File: src/rtl/multicycle_arm_control.sv
// rtl/multicycle_arm_control.sv - multicycle ARM control FSM with NZCV flags and mem_ready wait states
module multicycle_arm_control #(
  parameter logic       MEM_WAIT_EN = 1'b1,
  parameter logic [3:0] FLAG_RESET  = 4'b0000
) (
  input  logic        CLK,
  input  logic        reset,
  input  logic [19:0] Instr,
  input  logic [3:0]  ALUFlags,
  input  logic        mem_ready,
  output logic        PCWrite,
  output logic        AdrSrc,
  output logic        MemWrite,
  output logic        IRWrite,
  output logic [1:0]  ResultSrc,
  output logic        ALUSrcA,
  output logic [1:0]  ALUSrcB,
  output logic [1:0]  ALUControl,
  output logic [1:0]  ImmSrc,
  output logic [1:0]  RegSrc,
  output logic        RegWrite,
  output logic [3:0]  state
);

  typedef enum logic [3:0] {
    S_FETCH    = 4'd0,
    S_DECODE   = 4'd1,
    S_MEMADR   = 4'd2,
    S_MEMREAD  = 4'd3,
    S_MEMWB    = 4'd4,
    S_MEMWRITE = 4'd5,
    S_EXECUTER = 4'd6,
    S_EXECUTEI = 4'd7,
    S_ALUWB    = 4'd8,
    S_BRANCH   = 4'd9
  } state_t;

  state_t      r_state;
  state_t      w_next;
  logic [3:0]  r_flags;
  logic        r_cond_ex;
  logic        r_nowrite;

  logic [3:0]  w_cond;
  logic [1:0]  w_op;
  logic [5:0]  w_funct;
  logic [3:0]  w_rd;
  logic        w_ready;
  logic        w_unused;

  logic        w_adr_src;
  logic        w_alu_src_a;
  logic [1:0]  w_alu_src_b;
  logic [1:0]  w_result_src;
  logic        w_alu_op;
  logic        w_ir_write;
  logic        w_next_pc;
  logic        w_reg_w;
  logic        w_mem_w;
  logic        w_branch;

  logic [1:0]  w_alu_control;
  logic [1:0]  w_flag_w;
  logic        w_nowrite;
  logic        w_cond_ex;
  logic        w_pcs;
  logic        w_n, w_z, w_c, w_v;

  assign w_cond   = Instr[19:16];
  assign w_op     = Instr[15:14];
  assign w_funct  = Instr[13:8];
  assign w_rd     = Instr[3:0];
  assign w_unused = ^Instr[7:4];
  assign w_ready  = mem_ready | ~MEM_WAIT_EN;

  always_ff @(posedge CLK or posedge reset) begin
    if (reset) r_state <= S_FETCH;
    else       r_state <= w_next;
  end

  // Condition pass and NoWrite are per-instruction latches: captured once, reused by later states.
  always_ff @(posedge CLK or posedge reset) begin
    if (reset) begin
      r_flags   <= FLAG_RESET;
      r_cond_ex <= 1'b0;
      r_nowrite <= 1'b0;
    end else begin
      if (r_state == S_DECODE) begin
        r_cond_ex <= w_cond_ex;
        r_nowrite <= 1'b0;
      end
      if (w_alu_op) begin
        r_nowrite <= w_nowrite;
        if (r_cond_ex & w_flag_w[1]) r_flags[3:2] <= ALUFlags[3:2];
        if (r_cond_ex & w_flag_w[0]) r_flags[1:0] <= ALUFlags[1:0];
      end
    end
  end

  always_comb begin
    w_next       = S_FETCH;
    w_adr_src    = 1'b0;
    w_alu_src_a  = 1'b0;
    w_alu_src_b  = 2'b00;
    w_result_src = 2'b00;
    w_alu_op     = 1'b0;
    w_ir_write   = 1'b0;
    w_next_pc    = 1'b0;
    w_reg_w      = 1'b0;
    w_mem_w      = 1'b0;
    w_branch     = 1'b0;
    case (r_state)
      S_FETCH: begin
        w_alu_src_a  = 1'b1;
        w_alu_src_b  = 2'b10;
        w_result_src = 2'b10;
        w_ir_write   = w_ready;
        w_next_pc    = w_ready;
        w_next       = w_ready ? S_DECODE : S_FETCH;
      end
      S_DECODE: begin
        w_alu_src_a  = 1'b1;
        w_alu_src_b  = 2'b10;
        w_result_src = 2'b10;
        case (w_op)
          2'b00:   w_next = w_funct[5] ? S_EXECUTEI : S_EXECUTER;
          2'b01:   w_next = S_MEMADR;
          2'b10:   w_next = S_BRANCH;
          default: w_next = S_FETCH;
        endcase
      end
      S_MEMADR: begin
        w_alu_src_b = 2'b01;
        w_next      = w_funct[0] ? S_MEMREAD : S_MEMWRITE;
      end
      S_MEMREAD: begin
        w_adr_src = 1'b1;
        w_next    = w_ready ? S_MEMWB : S_MEMREAD;
      end
      S_MEMWB: begin
        w_result_src = 2'b01;
        w_reg_w      = 1'b1;
      end
      S_MEMWRITE: begin
        w_adr_src = 1'b1;
        w_mem_w   = 1'b1;
        w_next    = w_ready ? S_FETCH : S_MEMWRITE;
      end
      S_EXECUTER: begin
        w_alu_op = 1'b1;
        w_next   = S_ALUWB;
      end
      S_EXECUTEI: begin
        w_alu_src_b = 2'b01;
        w_alu_op    = 1'b1;
        w_next      = S_ALUWB;
      end
      S_ALUWB: begin
        w_reg_w = 1'b1;
      end
      S_BRANCH: begin
        w_alu_src_b  = 2'b01;
        w_result_src = 2'b10;
        w_branch     = 1'b1;
      end
      default: w_next = S_FETCH;
    endcase
  end

  always_comb begin
    w_alu_control = 2'b00;
    w_flag_w      = 2'b00;
    w_nowrite     = 1'b0;
    if (w_alu_op) begin
      case (w_funct[4:1])
        4'b0100: begin w_alu_control = 2'b00; w_flag_w = {w_funct[0], w_funct[0]}; end
        4'b0010: begin w_alu_control = 2'b01; w_flag_w = {w_funct[0], w_funct[0]}; end
        4'b0000: begin w_alu_control = 2'b10; w_flag_w = {w_funct[0], 1'b0};       end
        4'b1100: begin w_alu_control = 2'b11; w_flag_w = {w_funct[0], 1'b0};       end
        4'b1010: begin
          w_alu_control = 2'b01;
          w_flag_w      = {w_funct[0], w_funct[0]};
          w_nowrite     = 1'b1;
        end
        default: w_nowrite = 1'b1;
      endcase
    end
  end

  assign {w_n, w_z, w_c, w_v} = r_flags;

  always_comb begin
    w_cond_ex = 1'b1;
    case (w_cond)
      4'b0000: w_cond_ex = w_z;
      4'b0001: w_cond_ex = ~w_z;
      4'b0010: w_cond_ex = w_c;
      4'b0011: w_cond_ex = ~w_c;
      4'b0100: w_cond_ex = w_n;
      4'b0101: w_cond_ex = ~w_n;
      4'b0110: w_cond_ex = w_v;
      4'b0111: w_cond_ex = ~w_v;
      4'b1000: w_cond_ex = w_c & ~w_z;
      4'b1001: w_cond_ex = ~w_c | w_z;
      4'b1010: w_cond_ex = (w_n == w_v);
      4'b1011: w_cond_ex = (w_n != w_v);
      4'b1100: w_cond_ex = ~w_z & (w_n == w_v);
      4'b1101: w_cond_ex = w_z | (w_n != w_v);
      default: w_cond_ex = 1'b1;
    endcase
  end

  // Write enables are masked directly by reset so a stalled store drops without a clock edge.
  assign w_pcs      = ((w_rd == 4'hF) & w_reg_w) | w_branch;
  assign PCWrite    = ~reset & (w_next_pc | (w_pcs & r_cond_ex));
  assign RegWrite   = ~reset & w_reg_w & r_cond_ex & ~r_nowrite;
  assign MemWrite   = ~reset & w_mem_w & r_cond_ex;
  assign IRWrite    = ~reset & w_ir_write;
  assign AdrSrc     = w_adr_src;
  assign ALUSrcA    = w_alu_src_a;
  assign ALUSrcB    = w_alu_src_b;
  assign ResultSrc  = w_result_src;
  assign ALUControl = w_alu_control;
  assign ImmSrc     = w_op;
  assign RegSrc     = {w_op == 2'b01, w_op == 2'b10};
  assign state      = r_state;

endmodule
File: config.mk
export PLATFORM = sky130hd
export DESIGN_NAME = multicycle_arm_control
export DESIGN_NICKNAME = d
export VERILOG_FILES = /design/src/rtl/multicycle_arm_control.sv
export SDC_FILE = /design/constraint.sdc
export NUM_CORES = 1
export LEC_CHECK = 0
export CAP_MARGIN = 20
export CORE_MARGIN = 2
export CORE_UTILIZATION = 40
export CTS_BUF_LIST = sky130_fd_sc_hd__clkbuf_4
export DETAILED_ROUTE_END_ITERATION = 12
export GPL_TIMING_DRIVEN = 0
export PLACE_DENSITY = 0.79
export SLEW_MARGIN = 20
export SYNTH_ARGS = -nofsm -noshare
export SYNTH_HDL_FRONTEND = slang
export SYNTH_SLANG_ARGS = --single-unit
File: constraint.sdc
create_clock -name CLK -period 2.3 [get_ports CLK]
set_clock_uncertainty 0.2 [all_clocks]
set_input_delay 0.46 -clock CLK [delete_from_list [all_inputs] [get_ports CLK]]
set_output_delay 0.46 -clock CLK [all_outputs]
set_load 0.05 [all_outputs]
Word-level counts from Yosys, hierarchy flattened
Cells that the tools add are included.
- register bits: 10
- output and inout bits: 20
- equality and inequality tests: 31
- multiplexer cells: 24
- bitwise logic cells: 23
- reduce and logical (&&, ||, !) cells: 17
- operators with widths (cell ; number):
    4-bit == test (second input constant) ; 11
    4-bit by 3-bit == test with 1-bit output (second input constant) ; 9
    4-bit one-hot mux with 6 select lines ; 1
    4-bit by 2-bit == test with 1-bit output (second input constant) ; 5
    1-bit one-hot mux with 14 select lines ; 1
    1-bit bitwise AND ; 13
    4-bit zero test ; 3
    1-bit two-way mux ; 12
    2-bit one-hot mux with 2 select lines ; 3
    4-bit one-hot mux with 3 select lines ; 1
    2-bit OR reduction ; 6
    3-bit two-way mux ; 3
    3-bit OR reduction ; 3
    4-bit by 1-bit == test with 1-bit output (second input constant) ; 2
    1-bit NOT ; 6
    2-bit one-hot mux with 3 select lines ; 1
    2-bit two-way mux ; 2
    1-bit bitwise OR ; 4
    2-bit AND reduction ; 2
    4-bit OR reduction ; 1
    2-bit by 1-bit == test with 1-bit output (second input constant) ; 1
    2-bit == test (second input constant) ; 1
    2-bit zero test ; 1
    2-bit nonzero test ; 1
    2 further kinds ; 2

Logic depth before layout (Yosys ltp)
Gate-level depths: netlist of run 1.
- word-level depth: 8
- depth in mapped cells: 5
- mapped depth without buffers: 4

Worst setup path before layout of run 1
OpenSTA, ideal clock, no wires.
- kind: flip-flop to output port
- start: reg r_state[2], in the netlist state[2]
- end: out MemWrite
- data arrival time: 2.552 ns
- data required time: 1.640 ns
- slack: -0.912 ns
- stages on the path, launching flop included: 3
- buffers on the path: 0
- cells stage by stage: dfrtp_1 nand2b_1 nor4b_1
- longest elaborated chain between the ends: 4
- ends and longest elaborated chain (element ; RTL line ; RTL):
    from (decl) ; 38 ; state_t r_state;
    from (signal assigned) ; 78 ; else r_state <= w_next;
    4-bit by 3-bit == test with 1-bit output ; 112 ; case (r_state)
    1-bit two-way mux ; 112 ;
    1-bit bitwise AND (2 in a row) ; 217 ; assign MemWrite = ~reset & w_mem_w & r_cond_ex;
    to (decl) ; 13 ; output logic MemWrite,
No other way between the ends.

Final worst setup path of run 1
- start: reg r_state[3], in the netlist state[3]
- end: out PCWrite
- longest elaborated chain between the ends: 8
- elaborated cells between the ends (all ways): 13
- classes of those cells: eq/ne (3); mux (3); bitwise (5); reduce/logical (2)
- ends and longest elaborated chain (element ; RTL line ; RTL):
    4-bit == test or 4-bit by 3-bit == test with 1-bit output (tied branches) ; 112 ;
    2-bit OR reduction (no source line) ; -- ;
    1-bit two-way mux ; 112 ;
    1-bit bitwise AND ; 214 ; assign w_pcs = ((w_rd == 4'hF) & w_reg_w) | w_branch;
    1-bit bitwise OR ; 214 ;
    1-bit bitwise AND ; 215 ; assign PCWrite = ~reset & (w_next_pc | (w_pcs & r_cond_ex));
    1-bit bitwise OR (*) ; 215 ;
    1-bit bitwise AND (*) ; 215 ;
    to (decl) ; 11 ; output logic PCWrite,
Mark *: on every way between the ends. The rest lies on a longest branch, timed or not.

==> summary.md, run 1 <==
| Metric | Value |
|---|---|
| Async SR Flop Fraction | 100% |
| Vias in the first global route | 1102 |
| Clock Path Buffers | 2 |
| Clock root cell | clkbuf_4 |
| Period utilisation layout | 99.7% |
| Mapped Cells | 128 |
| Fill count | 196 |
| Syn-to-layout area delta | 60.2% |
| Net Count, Synth | 155 |
| Crit path from | state[3]$_DFF_PP0_ |
| Share of cells above drive strength 1 | 26.1% |
| Total grt overflow | 0 |
| Yosys top cell area share | 25.7% |
| Worst Path Max Fanout | 6 |
| Die Area | 2850 um^2 |
| Final Wtd Congestion | 0.892 |
| DR iter-0 viols | 19 |
| Vias | 1198 |
| Final hold slack | 0.277 ns |
| CTS HTree Levels | 1 |
| Largest net degree at the start of global routing | 11 |
| Rel. slew slack | 66.6% |
| Final Slew Violations | 0 |
| Synthesis-stage register bit count | 10 |
| TritonCTS Buffers | 3 |
| Tmin final | 2.29 ns |
| Antenna Cells | 0 |
| Top FF cell, synth | dfrtp_1 |
| Total GRT Usage | 23.8% |
| Clock latency on the worst-skew pair | 0.28 ns |
| Leak | 0.000656 uW |
| Worst Tran Pin Value | 0.500 ns |
| Hold Path Class | input port to asynchronous set/reset pin |
| Worst Path Required | 1.64 ns |
| I/O pins | 47 |
| Ys Warns | 0 |
| # rows | 17 |
| Port buffer count | 42 |
| Drt pass-1 iters | 4 |
| Clock transition at path regs | 0.07 ns |
| CTS tree | built |
| Number of flops mapped to enable cells by yosys | 0 |
| RSZ-0062 raised after global routing | yes |
| First-pass GRT wire length | 4820 um |
| Initial antenna violation count | 0 |
| Mapped Avg Cell Area | 7.61 um^2 |
| Drt drc | 0 |
| Max Clk Rate | 0.436 GHz |
| PnR worst setup slack | 0.00630 ns |
| Fin. Hold Viols | 0 |
| Initial core utilization | 43.2% |
| Antenna-violating nets left | 0 |
| Routed wl met3 | 203 um |
| FF-to-FF Start | r_flags[0]$_DFFE_PP0P_ |
| Placed wire-length estimate | 2290 um |
| Die Span X | 53.4 um |
| Largest cells by area after synthesis | dfrtp_1 (26%), nand2b_1 (7.1%), a21oi_1 (5.1%) |
| Met1 WL | 1230 um |
| Leading area contributor after synthesis | dfrtp_1 |
| Startpoint Class | flip-flop |
| Met2 Routed Length | 1600 um |
| Post-layout nets | 204 |
| Routed len/inst | 15.2 um |
| VDD IR max | 756 uV |
| Post-synthesis cell type count | 38 |
| Crit path kind | flip-flop to output port |
| Worst setup EP type | output port |
| Max cap viols | 0 |
| Highest metal layer with signal wires | met4 |
| Clk sinks | 10 |
| CP arrival | 1.63 ns |
| Mapped Area | 975 um^2 |
| Sequential area share after synthesis | 25.7% |
| Outcome | complete, no violations |
| Via/cell ratio | 5.87 |
| Drt total wl | 3100 um |
| Die H | 53.4 um |
| Core Area | 2250 um^2 |
| Final setup viols | 0 |
| Pre-CTS setup slack | -0.971 ns |
| Pwr Density | 1030 nW/um^2 |
[synth_stat cells, types with 4 or more instances]
cell type	n
nand2b_1	11
a21oi_1	10
dfrtp_1	10
nor2_1	9
inv_1	8
nand2_1	8
nand3_1	7
nor3_1	7
nor2b_1	5
o32ai_1	5
a211oi_1	4
clkbuf_1	4
o21ai_0	4
[layer usage]
layer / vias up / GRT usage [%]
met4: 0 / 12.0
met2: 44 / 41.4
met5: - / 0
li1: 577 / -
met1: 569 / 27.2
met3: 8 / 4.80
[per-stage QoR]
step                setup TNS (ns)  instances  total power, uW  util [%]  area [um^2]
floorplan                    -2.06        128             1100         -         1030
global placement             -6.36        198             1430      66.0         1490
detailed placement           -6.85        198             1460      66.0         1490
CTS                        -0.0429        203             1590      68.2         1540
global route                -0.212        204             1710      69.3         1560
finish                           0        204             1610      69.3         1560
[kinds of logic (layout without fill, tap and decap cells)]
group / Yosys count / after routing / synth area share [%]
buffers and inverters: 16 / 64 / 6.93
muxes: 2 / 2 / 3.34
and+or+nand+nor: 59 / 59 / 33.2
xor gates and xnor gates: 4 / 4 / 3.60
AOI/OAI and AO/OA: 37 / 37 / 27.2
DFF: 10 / 10 / 25.7
[state kept, by name (all words and copies together) (netlist names)]
| name | cells |
|---|---|
| state | 4 |
| r_nowrite | 1 |
| r_cond_ex | 1 |
| r_flags | 4 |
[where the power goes]
group | switching [uW] | leakage (uW) | internal (uW)
clock | 69.1 | 0.0000154 | 63.1
combinational | 791 | 0.000509 | 398
sequential | 64.6 | 0.000131 | 228
[repair_timing]
| action | in CTS | in global routing |
|---|---|---|
| gates resized for setup | 84 | 29 |
| hold buffers | 0 | 0 |
| buffers inserted | 1 | 1 |
| setup endpoints to repair | 16 | 14 |
| pin swaps | 0 | 0 |
[area by class of cell]
class | instances | area (um^2) | share of cell area (%)
timing repair buffer | 44 | 407 | 26.0
buffer | 8 | 48.8 | 3.12
tap | 28 | 35.0 | 2.24
clock buffer | 3 | 22.5 | 1.44
inverter | 8 | 33.8 | 2.16
sequential | 10 | 251 | 16.1
multi-input combinational | 102 | 759 | 48.6
clock inverter | 1 | 3.75 | 0.240
[placed cells by master (no fill, tap or decap), types with 2 or more instances in the layout]
master	n
a211oi_1	3
a21oi_1	8
a31oi_1	2
buf_2	8
buf_4	8
buf_6	4
clkbuf_4	4
clkdlybuf4s15_2	3
clkdlybuf4s50_1	23
dfrtp_1	9
dlygate4sd2_1	2
inv_1	7
nand2_1	8
nand2b_1	9
nand3_1	6
nor2_1	6
nor2_4	2
nor2b_1	5
nor3_1	5
nor4_1	2
o211a_1	2
o21ai_0	3
o22ai_1	2
o31ai_1	2
o32ai_1	3
o32ai_2	2
or4_1	2
xnor2_1	2
xor2_1	2
[worst max-delay path, stage by stage, from the launching register on]
cell,delay (ns)
dfrtp_2,0.45
nand2b_2,0.25
o21ai_1,0.14
nand4_1,0.16
a21oi_4,0.18
buf_6,0.17
[final timing paths]
check	end	slack [ns]	cells past startpoint
worst max-delay path	PCWrite	0.006	5
worst min-delay path	r_nowrite$_DFFE_PP0P_	0.28	3
worst max register to register	r_cond_ex$_DFFE_PP0P_	0.45	4
worst min register to register	r_nowrite$_DFFE_PP0P_	0.39	2
max in group asynchronous	state[3]$_DFF_PP0_	1.47	3
min in group CLK	r_nowrite$_DFFE_PP0P_	0.39	2
Note: power is estimated with default switching activity, not from simulation.
==> run 2, diff against run 1 <==
--- a/config.mk
+++ b/config.mk
@@ -5,8 +5,8 @@
 export SDC_FILE = /design/constraint.sdc
 export NUM_CORES = 1
 export LEC_CHECK = 0
-export CAP_MARGIN = 20
-export CORE_MARGIN = 2
+export CAP_MARGIN = 10
+export CORE_MARGIN = 5
 export CORE_UTILIZATION = 40
 export CTS_BUF_LIST = sky130_fd_sc_hd__clkbuf_4
 export DETAILED_ROUTE_END_ITERATION = 12
==> summary.md, run 2 (synthesis gave the netlist of run 1 again) <==
| Metric | Value |
|---|---|
| Post-layout nets | 203 (was 204) |
| RSZ-0062 raised after global routing | no (was yes) |
| CTS HTree Levels | 1 (unchanged) |
| Period utilisation layout | 97.5% (was 99.7%) |
| Via/cell ratio | 5.80 (was 5.87) |
| Worst Path Required | 1.64 ns (about the same) |
| Total GRT Usage | 16.8% (was 23.8%) |
| Leak | 0.000629 uW (was 0.000656 uW) |
| Vias | 1178 (was 1198) |
| Worst Tran Pin Value | 0.535 ns (was 0.500 ns) |
| Drt total wl | 3030 um (was 3100 um) |
| Final Slew Violations | 0 (unchanged) |
| Cell area after layout | 1550 um^2 (was 1560 um^2) |
| PnR worst setup slack | 0.0567 ns (was 0.00630 ns) |
| Initial antenna violation count | 0 (unchanged) |
| Rel. slew slack | 64.2% (was 66.6%) |
| CP arrival | 1.58 ns (was 1.63 ns) |
| CTS tree | built (unchanged) |
| Total grt overflow | 0 (unchanged) |
| Most frequent cells in the layout | clkdlybuf4s50_1 (24), nand2b_1 (10), nand2_1 (8), buf_4 (8), a21oi_1 (8) (was clkdlybuf4s50_1 (23), nand2b_1 (9), dfrtp_1 (9)) |
| Outcome | complete, no violations (unchanged) |
| Drt pass-1 iters | 4 (unchanged) |
| Highest-delay cell along the critical path | clkdlybuf4s50_1 (was dfrtp_2) |
| Clock root cell | clkbuf_4 (unchanged) |
| Fin. Hold Viols | 0 (unchanged) |
| Clock transition at path regs | 0.06 ns (was 0.07 ns) |
| # rows | 17 (unchanged) |
| Antenna Cells | 0 (unchanged) |
| Finished Core Util | 68.1% (was 69.3%) |
| Port buffer count | 42 (unchanged) |
| First-pass GRT wire length | 4710 um (was 4820 um) |
| Initial core utilization | 42.8% (was 43.2%) |
| Tmin final | 2.24 ns (was 2.29 ns) |
| I/O pins | 47 (unchanged) |
| Max Clk Rate | 0.446 GHz (was 0.436 GHz) |
| Fill count | 187 (was 196) |
| Placed wire-length estimate | 2400 um (was 2290 um) |
| Syn-to-layout area delta | 58.9% (was 60.2%) |
| Crit path kind | input port to output port (was flip-flop to output port) |
| Critical path, cell by cell | clkdlybuf4s50_1, nand4bb_4, nor3_4, buf_6 (was nand2b_2, o21ai_1, nand4_1, a21oi_4, buf_6) |
| TritonCTS Buffers | 3 (unchanged) |
| Share of cells above drive strength 1 | 26.3% (was 26.1%) |
| Startpoint Class | input port (was flip-flop) |
| Drt drc | 0 (unchanged) |
| Die Area | 3520 um^2 (was 2850 um^2) |
| Die H | 59.4 um (was 53.4 um) |
| DR iter-0 viols | 31 (was 19) |
| Worst setup EP type | output port (unchanged) |
| Max cap viols | 0 (unchanged) |
| VDD IR max | 934 uV (was 756 uV) |
| CTS Hold Bufs | 0 (unchanged) |
| Pwr Density | 1040 nW/um^2 (was 1030 nW/um^2) |
| Clk sinks | 10 (unchanged) |
| Routed len/inst | 14.9 um (was 15.2 um) |
| Worst Path Max Fanout | 10 (was 6) |
| Worst path max stage delay | 0.42 ns (was 0.45 ns) |
| Die Span X | 59.4 um (was 53.4 um) |
| Placed cell area | 1490 um^2 (unchanged) |
| Antenna-violating nets left | 0 (unchanged) |
| Pre-CTS setup slack | -1.04 ns (was -0.971 ns) |
| Hold Path Class | input port to asynchronous set/reset pin (unchanged) |
| Clock latency on the worst-skew pair | 0.27 ns (was 0.28 ns) |
| Vias in the first global route | 1084 (was 1102) |
| Final setup viols | 0 (unchanged) |
| Commonest non-fill, non-tap cell in the layout | clkdlybuf4s50_1 (unchanged) |
| Clock Path Buffers | 2 (unchanged) |
| Final Wtd Congestion | 0.803 (was 0.892) |
| Power, Total | 1610 uW (about the same) |
| Core Area | 2280 um^2 (was 2250 um^2) |
| Largest net degree at the start of global routing | 11 (unchanged) |
-- run 2: changes by cell type in the layout (fill, tap and decap cells not counted), moves of 2 or more --
cell | before | now
buf_2 | 8 | 5
clkbuf_4 | 4 | 6
dfrtp_1 | 9 | 7
dfrtp_2 | 1 | 3
-- run 2: layout make-up --
class | count | area (um^2) | share of cell area (%)
Timing Repair Buffer | 44 | 400 | 25.8
Buffer | 7 | 46.3 | 2.99
Clock inverter | 1 | 3.75 | 0.242
Clock buffer | 3 | 22.5 | 1.45
Tap cell | 28 | 35.0 | 2.26
Inverter | 8 | 33.8 | 2.18
Multi-Input combinational cell | 102 | 753 | 48.6
Sequential cell | 10 | 254 | 16.4
-- run 2: what timing repair did --
| action | in CTS | in global routing |
|---|---|---|
| hold endpoints to repair | 0 | 0 |
| setup buffers | 1 | 1 |
| resized for setup | 89 | 20 |
| endpoints found under the setup margin | 16 | 13 |
| pin swaps | 0 | 5 |
-- run 2: worst max-delay path: cells and delay by family --
| family | cells | cell delay (ns) |
|---|---|---|
| and+or+nand+nor | 2 | 0.52 |
| buffers and inverters | 2 | 0.60 |
-- run 2: path summary, 6_finish.rpt --
check / from / slack, ns / depth (start not counted) / endpoint
min in group CLK: r_nowrite$_DFFE_PP0P_ / 0.41 / 2 / r_nowrite$_DFFE_PP0P_
min reg2reg: r_nowrite$_DFFE_PP0P_ / 0.41 / 2 / r_nowrite$_DFFE_PP0P_
min: reset / 0.28 / 3 / r_cond_ex$_DFFE_PP0P_
max in group asynchronous: reset / 1.47 / 3 / state[2]$_DFF_PP0_
max: Instr[9] / 0.06 / 4 / ALUControl[1]
max reg2reg: r_flags[0]$_DFFE_PP0P_ / 0.42 / 4 / r_cond_ex$_DFFE_PP0P_
-- run 2: through the flow --
step                      TNS [ns]  hold slack, ns  instances
after global placement       -6.50           0.352        198
final                            0           0.277        203
after detailed placement     -6.84           0.390        198
after floorplan              -2.06           0.109        128
after global routing             0           0.322        203
after CTS                        0           0.287        202
-- run 2: routing by layer --
metal	wire length, um	GRT usage [%]	up-vias
met1	1350	21.3	549
met2	1440	28.4	44
li1	-	-	581
met4	33	6.47	0
met3	209	2.40	4
met5	0	0	-
-- run 2: power by group --
group,internal [uW],switching (uW)
clock network,62.7,59.6
registers,230,77.3
logic,399,781
total,692,918
==> run 3, diff against run 2 <==
--- a/config.mk
+++ b/config.mk
@@ -6,6 +6,7 @@
 export NUM_CORES = 1
 export LEC_CHECK = 0
 export CAP_MARGIN = 10
+export CORE_ASPECT_RATIO = 1.2
 export CORE_MARGIN = 5
 export CORE_UTILIZATION = 40
 export CTS_BUF_LIST = sky130_fd_sc_hd__clkbuf_4
==> constraint.sdc (replaced) <==
create_clock -name CLK -period 2.17 [get_ports CLK]
set_clock_uncertainty 0.2 [all_clocks]
set_input_delay 0.434 -clock CLK [delete_from_list [all_inputs] [get_ports CLK]]
set_output_delay 0.434 -clock CLK [all_outputs]
set_load 0.05 [all_outputs]
==> summary.md, run 3 (synthesis gave the netlist of run 1 again) <==
| Metric | Value |
|---|---|
| Hold Path Class | input port to asynchronous set/reset pin (unchanged) |
| TritonCTS Buffers | 3 (unchanged) |
| Clock Path Buffers | 2 (unchanged) |
| Drt total wl | 3470 um (was 3030 um) |
| Placed wire-length estimate | 2470 um (was 2400 um) |
| Largest net degree at the start of global routing | 11 (unchanged) |
| Period utilisation layout | 100% |
| NetSw | 1120 uW (was 918 uW) |
| Clk sinks | 10 (unchanged) |
| DR iter-0 viols | 46 (was 31) |
| CTS tree | built (unchanged) |
| Sequential share of power | 15.9% (was 19.1%) |
| Worst Tran Pin Value | 0.515 ns (was 0.535 ns) |
| Final Wtd Congestion | 0.889 (was 0.803) |
| Total grt overflow | 0 (unchanged) |
| I/O pins | 47 (unchanged) |
| Vias in the first global route | 1195 (was 1084) |
| Final setup viols | 1 (was 0) |
| Final Slew Violations | 0 (unchanged) |
| Drt pass-1 iters | 4 (unchanged) |
| Leak | 0.000811 uW (was 0.000629 uW) |
| Worst Path Max Fanout | 1 (was 10) |
| Die Area | 3530 um^2 (was 3520 um^2) |
| CP arrival | 1.54 ns (was 1.58 ns) |
| Syn-to-layout area delta | 85.8% (was 58.9%) |
| Tmin final | 2.17 ns |
| VDD IR max | 666 uV (was 934 uV) |
| Via/cell ratio | 5.76 (was 5.80) |
| Startpoint Class | input port (unchanged) |
| Die H | 64.1 um (was 59.4 um) |
| Pwr Density | 1150 nW/um^2 (was 1040 nW/um^2) |
| Clock transition at path regs | 0.07 ns (was 0.06 ns) |
| Clock power share | 6.5% (was 7.6%) |
| Routed len/inst | 15.9 um (was 14.9 um) |
| Max cap viols | 0 (unchanged) |
| Core Area | 2310 um^2 (was 2280 um^2) |
| Outcome | complete, but fails checks (was complete, no violations) |
| Sum Neg Setup Slack | -0.00479 ns (was 0 ns) |
| # rows | 19 (was 17) |
| Worst Path Required | 1.54 ns (was 1.64 ns) |
| Crit path kind | input port to output port (unchanged) |
| Initial antenna violation count | 0 (unchanged) |
| CTS Hold Bufs | 0 (unchanged) |
| P_int | 965 uW (was 692 uW) |
| Max Clk Rate | 0.460 GHz |
| RSZ-0062 raised after global routing | yes (was no) |
| Clock latency on the worst-skew pair | 0.27 ns (about the same) |
| Failing checks | negative setup slack |
| Antenna Cells | 0 (unchanged) |
| PnR worst setup slack | -0.00479 ns (was 0.0567 ns) |
| Worst setup EP type | output port (unchanged) |
| Total GRT Usage | 19.3% (was 16.8%) |
| Die Span X | 55.1 um (was 59.4 um) |
| Drt drc | 0 (unchanged) |
| Switch share | 53.7% (was 57.0%) |
| Clock root cell | clkbuf_4 (unchanged) |
| Most frequent cells in the layout | buf_4 (15), clkdlybuf4s50_1 (15), a21oi_1 (8) (was clkdlybuf4s50_1 (24), nand2b_1 (10), nand2_1 (8), buf_4 (8), a21oi_1 (8)) |
| Comb pwr share | 77.6% (was 73.3%) |
| Post-layout nets | 215 (was 203) |
| First-pass GRT wire length | 5220 um (was 4710 um) |
| Fin. Hold Viols | 0 (unchanged) |
| Share of cells above drive strength 1 | 37.4% (was 26.3%) |
| Initial core utilization | 42.3% (was 42.8%) |
| Finished Core Util | 78.5% (was 68.1%) |
| Rel. slew slack | 65.6% (was 64.2%) |
| Antenna-violating nets left | 0 (unchanged) |
| Port buffer count | 42 (unchanged) |
| Vias | 1255 (was 1178) |
| CTS HTree Levels | 1 (unchanged) |
-- run 3: changes by cell type in the layout (fill, tap and decap cells not counted), moves of 2 or more --
cell             before  now
dlygate4sd2_1         2    6
clkbuf_2              2    0
nand2b_1             10    6
dlymetal6s2s_1        0    5
nand2b_4              1    4
nor3_1                5    2
buf_8                 0    4
nor3_4                1    4
buf_4                 8   15
clkdlybuf4s50_1      24   15
buf_6                 3    7
-- run 3: final cells by class --
cell class / count / area, um^2
multi-input cells: 102 / 847
repair buffers: 55 / 515
fillers: 163 / 495
flip-flops and latches: 10 / 255
plain buffers: 8 / 93.8
well taps: 31 / 38.8
inverters: 8 / 33.8
clock buffers: 3 / 22.5
clock inverters: 1 / 3.75
-- run 3: per-stage QoR --
step                      hold slack, ns  std cells  total power, uW  setup WS (ns)  cell area, um^2
after CTS                          0.295        211             1910        -0.0244             1700
after detailed placement           0.402        201             1680          -1.14             1570
after global routing               0.318        218             2200        -0.0511             1810
final                              0.292        218             2090       -0.00479             1810
after floorplan                   0.0823        128             1300        0.00205             1110
after global placement             0.393        201             1660          -1.08             1570
-- run 3: path summary, 6_finish.rpt --
kind	depth (start not counted)	to	startpoint	slack, ns
max in group asynchronous	3	state[0]$_DFF_PP0_	reset	1.31
min	3	r_cond_ex$_DFFE_PP0P_	reset	0.29
max reg2reg	5	r_flags[2]$_DFFE_PP0P_	state[3]$_DFF_PP0_	0.25
min reg2reg	2	r_flags[1]$_DFFE_PP0P_	r_flags[1]$_DFFE_PP0P_	0.42
max	5	PCWrite	Instr[3]	-0.005
min in group CLK	2	r_flags[1]$_DFFE_PP0P_	r_flags[1]$_DFFE_PP0P_	0.42
-- run 3: worst max-delay path: stages --
cell and delay, ns:
clkdlybuf4s50_1 0.46, a41o_1 0.16, nand4_1 0.16, a21oi_4 0.16, buf_6 0.17
-- run 3: power groups by stage --
stage          registers, uW  clock network (uW)  logic [uW]
6_report                 331                 135        1620
5_1_grt                  341                 150        1710
4_1_cts                  321                 137        1460
3_5_place_dp             320                   0        1360
3_3_place_gp             316                   0        1340
2_1_floorplan            403                   0         900
-- run 3: what timing repair did --
action / CTS / global route
pin swaps: 5 / 7
setup endpoints to repair: 16 / 14
setup buffers: 6 / 7
gates resized for setup: 116 / 19
-- run 3: metal layers --
layer	vias up	share of wire, %	GRT usage [%]
met1	591	37	22.7
met5	-	0	0
met4	0	2.5	6.38
met2	57	53	33.7
li1	597	-	-
met3	10	7.6	3.72
